--- src/rtl/uart_tx_arbiter.sv ---
// Round-robin arbiter that shares one UART transmitter among NREQ byte requesters.
// Sequences each grant as IDLE -> START -> BUSY -> ACK with a tx_done watchdog.
module uart_tx_arbiter #(
  parameter int unsigned DBITS   = 8,
  parameter int unsigned NREQ    = 4,
  parameter int unsigned TIMEOUT = 4096
) (
  input  logic                    clk,
  input  logic                    reset,
  input  logic [NREQ-1:0]         req,
  input  logic [NREQ*DBITS-1:0]   din,
  output logic [NREQ-1:0]         ack,
  output logic                    tx_start,
  output logic [DBITS-1:0]        tx_din,
  input  logic                    tx_done,
  output logic                    busy,
  output logic [1:0]              grant_id,
  output logic                    timeout_err
);

  localparam int unsigned GW = 2;
  localparam int unsigned TW = $clog2(TIMEOUT + 1);
  localparam logic [TW-1:0] TLAST = TW'(TIMEOUT - 1);

  typedef enum logic [1:0] {
    IDLE  = 2'd0,
    START = 2'd1,
    BUSY  = 2'd2,
    ACK   = 2'd3
  } state_t;

  state_t            state;
  state_t            state_nx;
  logic [GW-1:0]     ptr;
  logic [GW-1:0]     ptr_nx;
  logic [TW-1:0]     timer;
  logic [TW-1:0]     timer_nx;
  logic [DBITS-1:0]  tx_din_nx;
  logic [GW-1:0]     grant_nx;
  logic [NREQ-1:0]   ack_nx;
  logic              tx_start_nx;
  logic              busy_nx;
  logic              timeout_nx;

  logic              found_c;
  logic [GW-1:0]     pick_c;
  int unsigned       idx_c;

  // Rotating-priority search: first set req bit at or above ptr, wrapping.
  always_comb begin
    found_c = 1'b0;
    pick_c  = ptr;
    idx_c   = 0;
    for (int unsigned k = 0; k < NREQ; k++) begin
      idx_c = (32'(ptr) + k) % NREQ;
      if (!found_c && req[idx_c]) begin
        found_c = 1'b1;
        pick_c  = GW'(idx_c);
      end
    end
  end

  // Next-state, holding registers and the registered output images.
  always_comb begin
    state_nx   = state;
    ptr_nx     = ptr;
    timer_nx   = timer;
    tx_din_nx  = tx_din;
    grant_nx   = grant_id;
    timeout_nx = 1'b0;

    case (state)
      IDLE: begin
        if (found_c) begin
          grant_nx  = pick_c;
          tx_din_nx = din[32'(pick_c)*DBITS +: DBITS];
          state_nx  = START;
        end
      end
      START: begin
        timer_nx = '0;
        state_nx = BUSY;
      end
      BUSY: begin
        // A completion landing on the last timer count still counts as normal.
        if (tx_done) begin
          state_nx = ACK;
        end else if (timer == TLAST) begin
          state_nx   = ACK;
          timeout_nx = 1'b1;
        end else begin
          timer_nx = timer + TW'(1);
        end
      end
      ACK: begin
        ptr_nx   = GW'((32'(grant_id) + 1) % NREQ);
        state_nx = IDLE;
      end
      default: begin
        state_nx = IDLE;
      end
    endcase

    tx_start_nx = (state_nx == START);
    busy_nx     = (state_nx != IDLE);
    ack_nx      = (state_nx == ACK) ? (NREQ'(1) << grant_nx) : '0;
  end

  always_ff @(posedge clk) begin
    if (reset) begin
      state       <= IDLE;
      ptr         <= '0;
      timer       <= '0;
      tx_din      <= '0;
      grant_id    <= '0;
      ack         <= '0;
      tx_start    <= 1'b0;
      busy        <= 1'b0;
      timeout_err <= 1'b0;
    end else begin
      state       <= state_nx;
      ptr         <= ptr_nx;
      timer       <= timer_nx;
      tx_din      <= tx_din_nx;
      grant_id    <= grant_nx;
      ack         <= ack_nx;
      tx_start    <= tx_start_nx;
      busy        <= busy_nx;
      timeout_err <= timeout_nx;
    end
  end

endmodule

--- config.mk ---
export PLATFORM = sky130hd
export DESIGN_NAME = uart_tx_arbiter
export DESIGN_NICKNAME = d
export VERILOG_FILES = /design/src/rtl/uart_tx_arbiter.sv
export SDC_FILE = /design/constraint.sdc
export NUM_CORES = 1
export LEC_CHECK = 0
export ABC_AREA = 1
export BUFFER_PORTS_ARGS = -buffer_cell sky130_fd_sc_hd__buf_2
export CAP_MARGIN = 10
export CORE_MARGIN = 4
export CORE_UTILIZATION = 45
export CTS_CLUSTER_DIAMETER = 120
export DETAILED_ROUTE_END_ITERATION = 7
export GPL_ROUTABILITY_DRIVEN = 0
export PLACE_DENSITY = 0.7
export SLEW_MARGIN = 10
export SYNTH_ARGS = -nofsm -noshare
export SYNTH_HDL_FRONTEND = slang
export SYNTH_SLANG_ARGS = --single-unit
--- constraint.sdc ---
create_clock -name clk -period 3.5 [get_ports clk]
set_input_delay 0.875 -clock clk [delete_from_list [all_inputs] [get_ports clk]]
set_output_delay 0.875 -clock clk [all_outputs]
set_load 0.005 [all_outputs]
Word level (Yosys, flattened, before mapping)
Index checks and enable logic that the tools add are counted.
- register bits: 34
- input port bits: 39
- output and inout port bits: 17
- add/sub/neg operators: 5
- $lt $le $gt $ge: 4
- eq/ne operators: 8
- shift-type cells: 2
- multiplexer cells: 25
- bitwise logic cells: 2
- reduce and logical (&&, ||, !) cells: 13
- operators with widths (kind ; number):
    $shiftx A32 B6 Y8 ; 1
    $mux W13 ; 2
    $pmux W13 S2 ; 1
    $mux W2 ; 8
    $add A13 B1 Y13 const B ; 1
    $eq A13 B12 Y1 const B ; 1
    $lt A2 B3 Y1 const B ; 4
    $mux W1 ; 9
    $bmux W1 S2 ; 4
    $pmux W2 S4 ; 1
    $eq A2 B2 Y1 const B ; 3
    $add A2 B1 Y2 const B ; 2
    $add A2 B2 Y2 const B ; 2
    $eq A2 B1 Y1 const B ; 2
    $ne A2 B2 Y1 const B ; 2
    $reduce_bool A2 Y1 ; 2
    $shl A1 B2 Y4 const A ; 1
    $logic_and A1 B1 Y1 ; 3
    $logic_not A1 Y1 ; 3
    $reduce_and A3 Y1 ; 1
    $reduce_or A3 Y1 ; 1
    $logic_not A2 Y1 ; 1
    $not A1 Y1 ; 2
    $reduce_and A2 Y1 ; 1
    $reduce_or A2 Y1 ; 1

Logic depth before layout (Yosys ltp)
Gate-level depths: netlist of the first run.
- word-level depth: 17
- mapped depth: 17
- mapped depth without buffers: 16

Worst setup path before layout of the first run
Ideal clock, no wire load.
- path kind: input -> register
- start: input port req[3]
- end: register tx_din[5]
- setup time: 109 ps
- arrival time: 1962 ps
- data required time: 3391 ps
- setup slack: 1429 ps
- cell stages on the path: 15
- buffers on the path: 1
- cells stage by stage: nand2_1 > nand3_1 > nand2_1 > nand2_1 > nand2_1 > nand2_2 > nand2_4 > nand2_4 > buf_6 > nand2_1 > nand2_1 > nand2_1 > nand3_1 > nand2_1 > inv_1
- cells in the longest elaborated chain, start to end: 13
- RTL lines (what ; line ; RTL):
    from (decl) ; 10 ; input logic [NREQ-1:0] req,
    $bmux W1 S2 ; 56 ; if (!found_c && req[idx_c]) begin
    $mux W1 (implied by the code) ; 56 ;
    $mux W1 ; 56 ;
    $logic_not A1 Y1 ; 56 ;
    $logic_and A1 B1 Y1 ; 56 ;
    $mux W1 ; 56 ;
    $logic_not A1 Y1 ; 56 ;
    $logic_and A1 B1 Y1 ; 56 ;
    $mux W1 ; 56 ;
    $logic_not A1 Y1 ; 56 ;
    $logic_and A1 B1 Y1 ; 56 ;
    $mux W2 / $mux W1 (equally long branches) ; 56 ;
    $shiftx A32 B6 Y8 / $reduce_and A2 Y1 (equally long branches) ; -- ;
    to (signal assigned) ; 124 ; tx_din <= tx_din_nx;
    to (decl) ; 14 ; output logic [DBITS-1:0] tx_din,
Several ways; a longest one is shown, not always the timed one. The select of a mux whose other input is x is not followed.
A chain may end at the register's enable or synchronous reset.

Final worst setup path of the first run
- start: register ptr[0]
- end: register ack[0]
- cells in the longest elaborated chain, start to end: 17
- RTL lines (what ; line ; RTL):
    from (decl) ; 34 ; logic [GW-1:0] ptr;
    from (signal assigned) ; 122 ; ptr <= ptr_nx;
    branches (longest 17 deep; another with $add A2 B1 Y2) ; -- ;
    to (signal assigned) ; 126 ; ack <= ack_nx;
    to (decl) ; 12 ; output logic [NREQ-1:0] ack,
Parallel ways; which one is timed is not known. The select of a mux whose other input is x is not followed.

==> flow_summary.toml, run 1 <==
[sta]
holdWs_ns = 0.445
fin_crit_ns = 2.27
relSlewSlack_pct = 68.0
drv_slew = 0
rsz0062_at_grt = "false"
layout_setup_ws_ns = 1.23
hold_viol_final = 0
period_share_pct = 64.9
max_freq_mhz = 440
timing_worst_slew_pin_value_ns = 0.480
finClkSkew_ns = 0.00409
setup_viol = 0
setup-tns-final_ns = 0

[setup_path]
r2r_slack_ns = 1.23
rr_worst_depth = 12
critPathBufInv = 2
worstPathRequired_ns = 3.73
critPathMaxFanout = 17
critical_path.cell_chain = "inv_2, nand2_1, nand2_1, nand2_1, nand2_1, nor2_4, nand4_4, nand2_4, nand2_1, o21ai_2, inv_2, nor2_1"
path_class = "reg -> reg"
slowest_delay_ns = 0.62
cp_slowest_cell = "dfxtp_1"
critPathLaunchType = "flop"
crit_top_cell = "nand2_1"
critPathTopFamily = "simple AND/OR/NAND/NOR gates"
worstReg2RegStart = "ptr[0]"
rr_endpoint = "ack[0]"
end_kind = "flop"
arrival_ns = 2.50

[global_route]
globalRouteTotalUtil_pct = 17.6
first_global_vias = 1989
top_usage_layer = "met2"
antenna_found_initial = 0
grt_overflow_total = 0
grtUsageMet3_pct = 5.32
met2_usage_pct = 30.0
grt_max_degree = 20
use_met1_pct = 21.7
grt_pass1_wl_um = 8600

[logic_synthesis]
synth_seq_cells = 34
synth_cell_types = 26
synthCells = 336
synth_nets = 381
synth_area_mm2 = 0.00210
ys_async_sr_fraction_pct = 0
ys_warn_count = 0
synth.avg_cell_area_um2 = 6.26
synthFlopType = "dfxtp_1"
synth_edf_count = 0
synth-seq-area-share_pct = 32.4
netlist.area_leader.share_pct = 32.4
yosys.area.top_type = "dfxtp_1"
ys_top_cells_by_area = "dfxtp_1, nand2_1, nand3_1"

[die]
die_w_um = 76.4
num_io_pins = 56
num_rows = 24
chipHeight_um = 76.4
coreArea_mm2 = 0.00444
start_util_pct = 47.3
fp.dieArea_mm2 = 0.00583

[placed_design]
placedCellCount = 436
place_ws_ns = 1.10
hpwl_um = 3940
postPlaceCellArea_mm2 = 0.00240
port_buffers = 55

[finish]
utilization_pct = 56.1
final_cells = 444
stdcell_area_mm2 = 0.00249
fill_cells = 472
diodes = 0
fin_nets = 436
layout-drive-gt1-share_pct = 21.7
synthToLayoutAreaGrowth_pct = 18.5

[clock_network]
ctsHoldBuffers = 0
ctsResizeCount = 0
numCtsBuffers = 5
cts_htree_levels = 2
postCtsSetupBuffers = 0
ctsLongestPathBuffers = 2
clk_latency_ns = 0.29
cts-root-buf = "clkbuf_8"
cts_tree = "done"
tritoncts_num_sinks = 34
cts.clk_slew.worst_paths_ns = 0.07

[drt]
drc = 0
num_vias = 2223
vias_per_cell = 5.01
wl_per_cell_um = 11.6
routed_wl_um = 5150
ant_nets = 0
first_iter_violations = 89
drtPass1Iterations = 4

[min_path]
hold_class = "reg -> reg"
hold_end = "timer[12]"
holdPathStages = 2
min_from = "timer[12]"

[power]
powerDensity_mw_per_mm2 = 688
power_mw = 1.72
power_leakage_nw = 1.34
vdd_drop_max_mv = 0.300

[status]
outcome = "finished clean"

[job]
maxCapViolations = 0
-- cells in the mapped netlist (2+ instances only) --
library cell,n
nor2_1,33
nor3_1,8
nand4_1,3
o21ai_0,8
nand4_4,2
nand2_1,121
inv_1,35
a211oi_1,2
a21oi_1,14
nand3_1,38
nand2_4,3
dfxtp_1,34
ha_1,6
nand2_2,8
buf_6,2
o21ai_2,2
buf_2,4
inv_2,5
-- cell type report --
cell class	count	area, um2	share of cell area [%]
inverters	40	150	6.02
repair buffers	55	275	11.0
flip-flops and latches	34	681	27.3
multi-input cells	255	1230	49.2
clock inverters	2	12.5	0.502
clock buffers	6	82.6	3.31
well taps	52	65.1	2.61
-- cells in the final DEF (no fill, tap or decap), drive strengths merged --
cell and count:
nand2 132, buf 55, inv 40, nand3 39, dfxtp 34, nor2 34
a21oi 14, o21ai 11, nor3 8, ha 6, clkbuf 6, nand4 5
a211oi 2, nor4 1, xor2 1, o21a 1, and2 1, clkinv 1
clkinvlp 1
-- sequential cells by signal, indices dropped and copies added, names as in the netlist --
signal	count
ptr	2
timeout_err	1
ack	4
tx_din	8
state	2
grant_id	2
busy	1
tx_start	1
timer	13
-- power by group --
part | switching (mW) | leakage [nW] | total (mW) | internal (mW)
Clock | 0.151 | 0.0472 | 0.309 | 0.158
Combinational | 0.552 | 1.01 | 0.850 | 0.298
Sequential | 0.0682 | 0.278 | 0.557 | 0.488
-- worst max path at each step --
stage,start,cells after the start,to,slack [ns]
floorplan,req[3],15,tx_din[5],1.43
global placement,req[3],12,ack[0],1.10
detailed placement,req[1],12,ack[0],1.10
CTS,ptr[0],12,ack[0],1.24
global route,ptr[0],12,ack[0],0.97
finish,ptr[0],12,ack[0],1.23
-- worst min-delay path: cells and delay by family, from the launching register on --
kind | cells | cell delay (ns)
simple gates | 1 | 0.05
flops | 1 | 0.30
buf+inv | 1 | 0.06
-- cell families (layout without fill, tap and decap cells) --
| logic type | count (synthesis) | after routing | share of synthesized area, % |
|---|---|---|---|
| and+or+nand+nor | 220 | 220 | 46.9 |
| buffers and inverters | 47 | 103 | 9.34 |
| DFF | 34 | 34 | 32.4 |
| AOI/OAI and AO/OA | 28 | 28 | 7.38 |
| adders and majority gates | 6 | 6 | 3.57 |
| xor gates and xnor gates | 1 | 1 | 0.416 |
-- layer usage --
layer  wire [um]  share of wire [%]
met1        2330                 45
met3         244                4.7
met5           0                  0
met4          59                1.1
met2        2520                 49
No activity file was read; power rests on OpenSTA's default activity.
==> run 2, diff against run 1 <==
--- a/config.mk
+++ b/config.mk
@@ -13,7 +13,7 @@
 export CTS_CLUSTER_DIAMETER = 120
 export DETAILED_ROUTE_END_ITERATION = 7
 export GPL_ROUTABILITY_DRIVEN = 0
-export PLACE_DENSITY = 0.7
+export PLACE_DENSITY = 0.73
 export SLEW_MARGIN = 10
 export SYNTH_ARGS = -nofsm -noshare
 export SYNTH_HDL_FRONTEND = slang
==> constraint.sdc (replaced) <==
create_clock -name clk -period 1.9 [get_ports clk]
set_input_delay 0.475 -clock clk [delete_from_list [all_inputs] [get_ports clk]]
set_output_delay 0.475 -clock clk [all_outputs]
set_load 0.005 [all_outputs]
==> run 2 against run 1 <==
Worst setup slack lost 1.2 ns. Wire length up 4.0%. Design area is 16% higher. Highest routed layer unchanged. Via count is 3.0% higher. Worst hold slack lost 0.073 ns. Clock power up 70%. Utilization rose by 9.1 points. Maximum frequency grew 21%. Cell count grew 4.3%. Register-to-register slack got worse by 1.2 ns. Sequential share of layout area shrank 3.6 points.
==> flow_summary.toml, run 2 (synthesized netlist as in run 1, its figures left out) <==
[sta]
relSlewSlack_pct = 83.1
max_freq_mhz = 534
period_share_pct = 98.5
finClkSkew_ns = 0.00305
rsz0062_at_grt = "true"
drv_slew = 0
hold_viol_final = 0
timing_worst_slew_pin_value_ns = 0.251
setup_viol = 0
setup-tns-final_ns = 0
fin_crit_ns = 1.87
layout_setup_ws_ns = 0.0286

[global_route]
grt_pass1_wl_um = 8290
antenna_found_initial = 0
grt_overflow_total = 0
first_global_vias = 1957
globalRouteTotalUtil_pct = 16.6
grt_max_degree = 20

[die]
chipHeight_um = 76.4
fp.dieArea_mm2 = 0.00583
start_util_pct = 47.3
die_w_um = 76.4
num_io_pins = 56
num_rows = 24
coreArea_mm2 = 0.00444

[power]
p_clk_share_pct = 14.1
p_sw_share_pct = 43.4
p_switching_mw = 1.62
intPower_mw = 2.11
power_frac_seq_pct = 27.7
combPwrFrac_pct = 58.2
vdd_drop_max_mv = 0.680
power_leakage_nw = 1.53
power_mw = 3.73
powerDensity_mw_per_mm2 = 1290

[setup_path]
critPathMaxFanout = 5
rr_worst_depth = 14
end_kind = "flop"
cp_slowest_cell = "dfxtp_4"
worstReg2RegStart = "ptr[0]"
path_class = "reg -> reg"
rr_endpoint = "tx_din[2]"
arrival_ns = 2.06
worstPathRequired_ns = 2.09
critPathLaunchType = "flop"
crit_top_cell = "nand2_4"
r2r_slack_ns = 0.03
slowest_delay_ns = 0.37
critical_path.cell_chain = "buf_12, nand2_4, nand2_4, nand2_4, nand2_4, nor2_4, nand2_2, o21ai_4, clkinv_4, buf_12, nor2_2, nor2_1, nand2_1, inv_1"

[drt]
drc = 0
vias_per_cell = 4.95
routed_wl_um = 5360
num_vias = 2290
drtPass1Iterations = 4
first_iter_violations = 51
wl_per_cell_um = 11.6
ant_nets = 0

[clock_network]
cts.clk_slew.worst_paths_ns = 0.06
numCtsBuffers = 5
cts_htree_levels = 2
ctsLongestPathBuffers = 2
cts_tree = "done"
clk_latency_ns = 0.28
cts-root-buf = "clkbuf_8"
tritoncts_num_sinks = 34

[placed_design]
place_ws_ns = -0.0382
hpwl_um = 3850
port_buffers = 55

[finish]
largest_reg_flops = 13
final_common_cell = "nand2_1"
layout-drive-gt1-share_pct = 32.4
reg_top3 = "timer x13, tx_din x8, ack x4"
fin_nets = 457
fill_cells = 390
largest-register = "timer"
mostFrequentLayoutCells = "nand2_1, buf_2, nand3_1"
synthToLayoutAreaGrowth_pct = 37.8
diodes = 0

[min_path]
min_from = "tx_done"
hold_class = "in -> reg"
hold_end = "timeout_err"
holdPathStages = 2

[status]
outcome = "finished clean"

[job]
maxCapViolations = 0
run 2: cell types whose count changed in the layout (fill, tap and decap cells not counted), sizes merged:
cell      before  now
inv           40   39
clkinv         1    2
clkbuf         6    8
clkinvlp       1    0
buf           55   73
run 2: power by group through the flow:
| stage | Combinational (mW) | Clock (mW) | Sequential (mW) |
|---|---|---|---|
| after floorplan | 1.20 | 0 | 1.02 |
| after global placement | 1.66 | 0 | 1.02 |
| after detailed placement | 1.68 | 0 | 1.02 |
| after CTS | 1.69 | 0.535 | 1.01 |
| after global routing | 2.43 | 0.562 | 1.06 |
| final | 2.17 | 0.524 | 1.03 |
run 2: cell type report:
class	count	area (um2)	share of cell area, %
inverter	40	160	5.52
clock buffer	6	82.6	2.85
timing repair buffer	75	510	17.6
tap	52	65.1	2.24
multi-input combinational	255	1390	47.9
sequential	34	688	23.7
timing repair inverter	1	5.00	0.173
run 2: how the worst max path moves through the flow:
stage	start	end	slack, ns
after floorplan	ptr[1]	tx_din[5]	0.22
after global placement	req[3]	ack[2]	-0.02
after detailed placement	req[3]	ack[2]	-0.04
after CTS	timer[0]	ack[2]	0.05
after global routing	ptr[0]	tx_din[2]	-0.06
final	ptr[0]	tx_din[2]	0.03
run 2: per-layer routing:
metal	wire [um]	vias up	GRT usage [%]
met1	2390	1020	21.1
li1	-	1218	-
met4	56	0	3.26
met2	2720	44	28.6
met3	191	8	3.78
met5	0	-	0
run 2: repair_timing:
action / CTS / global route
pin swaps: 0 / 19
hold buffers: 0 / 0
gates resized for setup: 1 / 52
cloned: 0 / 3
setup buffers: 0 / 10
setup endpoints to repair: 1 / 20
run 2: per-stage QoR:
step	hold slack, ns	area (um2)	instances	utilization, %
finish	0.372	2900	463	65.2
global route	0.374	2900	463	65.2
CTS	0.370	2570	450	57.7
detailed placement	0.444	2480	444	55.9
global placement	0.437	2480	444	55.9
floorplan	0.424	2100	336	-
run 2: critical path, delay by kind of cell (launching register included):
family          cells  cell delay (ns)
simple gates        9             0.70
buf+inv             4             0.46
flops               1             0.37
compound gates      1             0.23
